<file path="src/rtl/uart_tx_arbiter.sv">
`default_nettype none
// ============================================================================
// Module   : uart_tx_arbiter
// Purpose  : Shares one UART transmitter among NREQ byte requesters. Picks
//            one requester per byte by round-robin, latches its byte, and
//            holds it on TX_DATA until the UART accepts it.
// Revision : 1.0 - initial release
// ----------------------------------------------------------------------------
// Parameters
//   NREQ      number of requesters (2..8)
//   TIMEOUT   stall cycles before a packet lock is dropped (lock build only)
// Ports
//   SCLK       in   system clock, rising edge
//   RESET      in   synchronous active-high reset
//   REQ_VALID  in   [NREQ]    requester i has a byte
//   REQ_DATA   in   [8*NREQ]  byte of requester i at [8i+7:8i]
//   REQ_LAST   in   [NREQ]    byte of requester i ends its packet
//   REQ_READY  out  [NREQ]    one-cycle pulse: byte of requester i taken
//   TX_VALID   out            byte on TX_DATA is pending for the UART
//   TX_DATA    out  [8]       byte to send
//   TX_READY   in             UART can accept a byte
//   GRANT      out  [NREQ]    one-hot current/last owner, 0 when none
//   BUSY       out            arbiter is not idle
// Build option
//   UART_ARB_LOCK_EN : when defined, the grant stays on one requester until
//   it presents a byte with REQ_LAST set (or stalls TIMEOUT cycles).
// ============================================================================
module uart_tx_arbiter #(
  parameter int NREQ    = 4,
  parameter int TIMEOUT = 1024
) (
  input  logic                SCLK,
  input  logic                RESET,
  input  logic [NREQ-1:0]     REQ_VALID,
  input  logic [8*NREQ-1:0]   REQ_DATA,
  input  logic [NREQ-1:0]     REQ_LAST,
  output logic [NREQ-1:0]     REQ_READY,
  output logic                TX_VALID,
  output logic [7:0]          TX_DATA,
  input  logic                TX_READY,
  output logic [NREQ-1:0]     GRANT,
  output logic                BUSY
);

  localparam int PW = (NREQ > 1) ? $clog2(NREQ) : 1;

  localparam logic [1:0] S_IDLE   = 2'd0;
  localparam logic [1:0] S_SEND   = 2'd1;
  localparam logic [1:0] S_GAP    = 2'd2;
`ifdef UART_ARB_LOCK_EN
  localparam logic [1:0] S_LOCKED = 2'd3;
  localparam int         SW       = (TIMEOUT > 2) ? $clog2(TIMEOUT) : 1;
`endif

  logic [1:0]      r_state;
  logic [PW-1:0]   r_ptr;
  logic            r_tx_valid;
  logic [7:0]      r_tx_data;
  logic [NREQ-1:0] r_grant;
`ifdef UART_ARB_LOCK_EN
  logic            r_last;
  logic [SW-1:0]   r_stall;
`else
  // Packet marking and the timeout only matter in the lock build.
  logic            w_unused;
  assign w_unused = ^{REQ_LAST, (TIMEOUT > 0)};
`endif

  logic            w_rr_found;
  logic [PW-1:0]   w_rr_idx;
  logic [PW-1:0]   w_cand;
  logic [PW-1:0]   w_sel;
  logic            w_load;
  logic [NREQ-1:0] w_onehot;

  // Round-robin search: first valid requester after r_ptr, wrapping, so the
  // most recent owner is checked last.
  always_comb begin
    w_rr_found = 1'b0;
    w_rr_idx   = '0;
    w_cand     = '0;
    for (int k = 1; k <= NREQ; k++) begin
      w_cand = PW'((int'(r_ptr) + k) % NREQ);
      if (!w_rr_found && REQ_VALID[w_cand]) begin
        w_rr_found = 1'b1;
        w_rr_idx   = w_cand;
      end
    end
  end

  // Load decision: any winner from IDLE, or only the owner while locked.
  always_comb begin
    w_sel  = w_rr_idx;
    w_load = 1'b0;
    case (r_state)
      S_IDLE: w_load = w_rr_found;
`ifdef UART_ARB_LOCK_EN
      S_LOCKED: begin
        w_sel  = r_ptr;
        w_load = REQ_VALID[r_ptr];
      end
`endif
      default: w_load = 1'b0;
    endcase
  end

  assign w_onehot  = {{(NREQ-1){1'b0}}, 1'b1} << w_sel;
  // Gated by RESET so a byte is never acknowledged on a cycle that discards it.
  assign REQ_READY = (w_load && !RESET) ? w_onehot : '0;
  assign TX_VALID  = r_tx_valid;
  assign TX_DATA   = r_tx_data;
  assign GRANT     = r_grant;
  assign BUSY      = (r_state != S_IDLE);

  always_ff @(posedge SCLK) begin
    if (RESET) begin
      r_state    <= S_IDLE;
      r_ptr      <= PW'(NREQ - 1);
      r_tx_valid <= 1'b0;
      r_tx_data  <= 8'h00;
      r_grant    <= '0;
`ifdef UART_ARB_LOCK_EN
      r_last     <= 1'b0;
      r_stall    <= '0;
`endif
    end else begin
      if (w_load) begin
        r_tx_data  <= REQ_DATA[{w_sel, 3'b000} +: 8];
        r_tx_valid <= 1'b1;
        r_grant    <= w_onehot;
        r_ptr      <= w_sel;
`ifdef UART_ARB_LOCK_EN
        r_last     <= REQ_LAST[w_sel];
        r_stall    <= '0;
`endif
        r_state    <= S_SEND;
      end else begin
        case (r_state)
          S_IDLE: r_state <= S_IDLE;
          S_SEND: begin
            if (r_tx_valid && TX_READY) begin
              r_tx_valid <= 1'b0;
              r_state    <= S_GAP;
            end
          end
          // One dead cycle covers the UART's TX_READY drop after a transfer.
          S_GAP: begin
`ifdef UART_ARB_LOCK_EN
            if (!r_last) begin
              r_stall <= '0;
              r_state <= S_LOCKED;
            end else begin
              r_grant <= '0;
              r_state <= S_IDLE;
            end
`else
            r_grant <= '0;
            r_state <= S_IDLE;
`endif
          end
`ifdef UART_ARB_LOCK_EN
          // Owner has no byte: count the stall; on expiry release the lock.
          // r_ptr stays on the stalled owner, giving it lowest priority.
          S_LOCKED: begin
            if (r_stall == SW'(TIMEOUT - 1)) begin
              r_grant <= '0;
              r_state <= S_IDLE;
            end else begin
              r_stall <= r_stall + 1'b1;
            end
          end
`endif
          default: begin
            r_grant <= '0;
            r_state <= S_IDLE;
          end
        endcase
      end
    end
  end

endmodule
`default_nettype wire

</file>
<file path="config.mk">
export PLATFORM = sky130hd
export DESIGN_NAME = uart_tx_arbiter
export DESIGN_NICKNAME = d
export VERILOG_FILES = /design/src/rtl/uart_tx_arbiter.sv
export SDC_FILE = /design/constraint.sdc
export NUM_CORES = 1
export LEC_CHECK = 0
export CAP_MARGIN = 20
export CORE_ASPECT_RATIO = 0.6
export CORE_MARGIN = 5
export CORE_UTILIZATION = 32
export DETAILED_ROUTE_END_ITERATION = 7
export PLACE_DENSITY = 0.71
export SLEW_MARGIN = 10
export SYNTH_ARGS = -nofsm -noshare
export SYNTH_HDL_FRONTEND = slang
export SYNTH_SLANG_ARGS = --single-unit
</file>
<file path="constraint.sdc">
create_clock -name SCLK -period 3.8 [get_ports SCLK]
set_input_delay 0.76 -clock SCLK [delete_from_list [all_inputs] [get_ports SCLK]]
set_output_delay 0.76 -clock SCLK [all_outputs]
set_load 0.01 [all_outputs]
</file>
==> impl_metrics.toml <==
[setup_path]
critPathSlowestCell = "clkdlybuf4s50_1"
cp-start-kind = "input port"
cp_data_arrival_time_ns = 2.84
worstPathCellList = "clkdlybuf4s50_1 > nand2b_2 > a21boi_2 > o221ai_2 > nor3b_2 > clkdlybuf4s50_1"
endpoint_kind = "output port"
cpPeakStageDelay_ns = 0.57
rrSetupSlack_ns = 1.91
worst-setup-path-type = "in -> out"
reg2reg_from = "r_ptr[1]"
required_ns = 3.04
critPathBufInv = 2
cp_top_family = "buffers and inverters"
r2r_cells = 6
crit_top_cell = "clkdlybuf4s50_1"
r2r-end = "TX_DATA[0]"
cp_max_fo = 6

[floorplan]
coreArea_um2 = 2909
num_rows = 15
die_w_um = 81.39
dieArea_um2 = 4300
start_util_pct = 33.63
die_h_um = 52.83
io_pins = 61

[timing]
hold_violations = 0
slew_headroom_pct = 75.80
fin_hold_ws_ns = 0.4514
setup-violations-final = 0
post-route-period-util_pct = 94.62
min_period_ns = 3.596
fmax_ghz = 0.2781
fin_skew_ns = 0.003725
drv_slew = 0
rsz0062_at_grt = "false"
setup-tns-final_ns = 0
tightest_slew_ns = 0.3629

[logic_synthesis]
yosysSeqAreaShare_pct = 34.78
synth_area_leaders = "dfxtp_1 (35%), mux2i_1 (16%), o221ai_1 (7.2%)"
synthDistinctLibCells = 30
yosysTopAreaCell = "dfxtp_1"
synth_seq_cells = 17
synth_nets = 139
netlist.area_leader.share_pct = 34.78
synth_warnings = 0
netlist_area_um2 = 978.4
syn_inst = 96
synth_area_per_cell_um2 = 10.19

[final_layout]
most-common-layout-cells = "clkdlybuf4s50_1 (56), dfxtp_1 (17), mux2i_1 (16)"
post-route-util_pct = 56.09
fillCellCount = 279
drive_gt1_share_pct = 12.26
layout_commonest_cell = "clkdlybuf4s50_1"
area_growth_pct = 66.75
diodes = 0
final_nets = 199

[grt]
grt_pass1_vias = 924
gr-total-overflow = 0
track_usage_pct = 13.76
grt_max_degree = 17
antenna_found_initial = 0
grt_pass1_wl_um = 4519

[clocking]
cts_tree = "built"
numCtsBuffers = 3
cts_max_level = 1
clock_sinks = 17
clk_transition_reported_paths_ns = 0.07
clock_path_buffers = 2
hold_buffers = 0
clockRootBuffer = "clkbuf_8"
clk_latency_ns = 0.26
cts_setup_buffers = 0
cts-resized-gates = 0

[placed_design]
portBuffers = 56
hpwl_um = 2506
gp_congestion = 0.7463

[routing]
drt_pass1_iterations = 4
postRouteAntennaNets = 0
viasPerCell = 4.985
num_vias = 982
drt_wl_total_um = 2986
initialDrtViolationCount = 67
post_drt_wl_per_cell_um = 15.16
drc_errors = 0

[run]
maxCapViolations = 0

[hold_path]
hp-start = "GRANT[1]"
hold_class = "reg -> reg"
hold_depth = 1
whs_endpoint = "GRANT[1]"

[pwr]
power_leakage_nw = 0.6450
irDropWorstVdd_v = 0.0002102
power_density_nw_per_um2 = 331.7
total_power_mw = 0.5411

[status]
status = "completed"
[how the worst max path moves through the flow]
stage	slack [ns]	from	cells past startpoint	end
global placement	0.24	REQ_VALID[2]	6	REQ_READY[3]
detailed placement	0.21	REQ_VALID[2]	6	REQ_READY[1]
CTS	0.20	REQ_VALID[2]	6	REQ_READY[1]
global route	0.08	REQ_VALID[2]	6	REQ_READY[3]
floorplan	1.31	REQ_VALID[2]	5	REQ_READY[1]
finish	0.20	REQ_VALID[2]	6	REQ_READY[1]
[cell families (layout without fill, tap and decap cells)]
kind of cell    after synthesis  count (layout)  synth area share (%)
simple gates                 30              30                 22.12
compound gates               24              24                 20.72
buf+inv                       8              67                 4.859
flops                        17              17                 34.78
mux                          17              17                 17.52
[area by class of cell]
type | instances | area (um2) | area share (%)
repair buffers | 60 | 590.6 | 36.20
clock inverters | 1 | 5.005 | 0.3067
well taps | 42 | 52.55 | 3.221
multi-input cells | 71 | 590.6 | 36.20
inverters | 3 | 11.26 | 0.6902
flip-flops and latches | 17 | 340.3 | 20.86
clock buffers | 3 | 41.29 | 2.531
[report_power, final]
| group | switching, mW | internal [mW] |
|---|---|---|
| clock network | 0.0642 | 0.0729 |
| logic | 0.0781 | 0.113 |
| registers | 0.0144 | 0.199 |
[per-layer routing]
layer	part of all wire [%]	vias to the layer above	GRT usage [%]
met2	47	28	20.54
met3	5.6	4	3.265
li1	-	484	-
met1	46	466	19.33
met4	0.97	0	4.213
met5	0	-	0
[Yosys cell counts, drive strengths merged]
master	n
dfxtp	17
mux2i	16
o221ai	9
nand3b	8
a21o	4
buf	4
nor2	4
inv	3
nand2	3
nor3b	3
nor4	3
a211o	2
a21oi	2
nand2b	2
nor3	2
o21ai	2
or2	2
a21boi	1
a31o	1
clkbuf	1
mux2	1
nand3	1
nor2b	1
o21bai	1
o22a	1
o22ai	1
or3	1
[worst register-to-register path: stages (launching register included)]
cell      delay, ns
dfxtp_1        0.46
nand2b_1       0.17
a21boi_2       0.07
o221ai_2       0.32
buf_4          0.35
mux2i_1        0.24
o221ai_1       0.15
[state kept, by name, summed over array words and instances, names as in the netlist]
register,cells
r_state,2
TX_VALID,1
TX_DATA,8
r_ptr,2
GRANT,4
[metrics by stage]
stage          instance area [um2]  worst slack [ns]  std cells
2_1_floorplan                978.4             1.307         96
3_3_place_gp                  1585            0.2419        193
3_5_place_dp                  1585            0.2112        193
4_1_cts                       1632            0.1952        197
5_1_grt                       1632           0.07823        197
6_report                      1632            0.2044        197
Power figures use the tool's default switching activity.
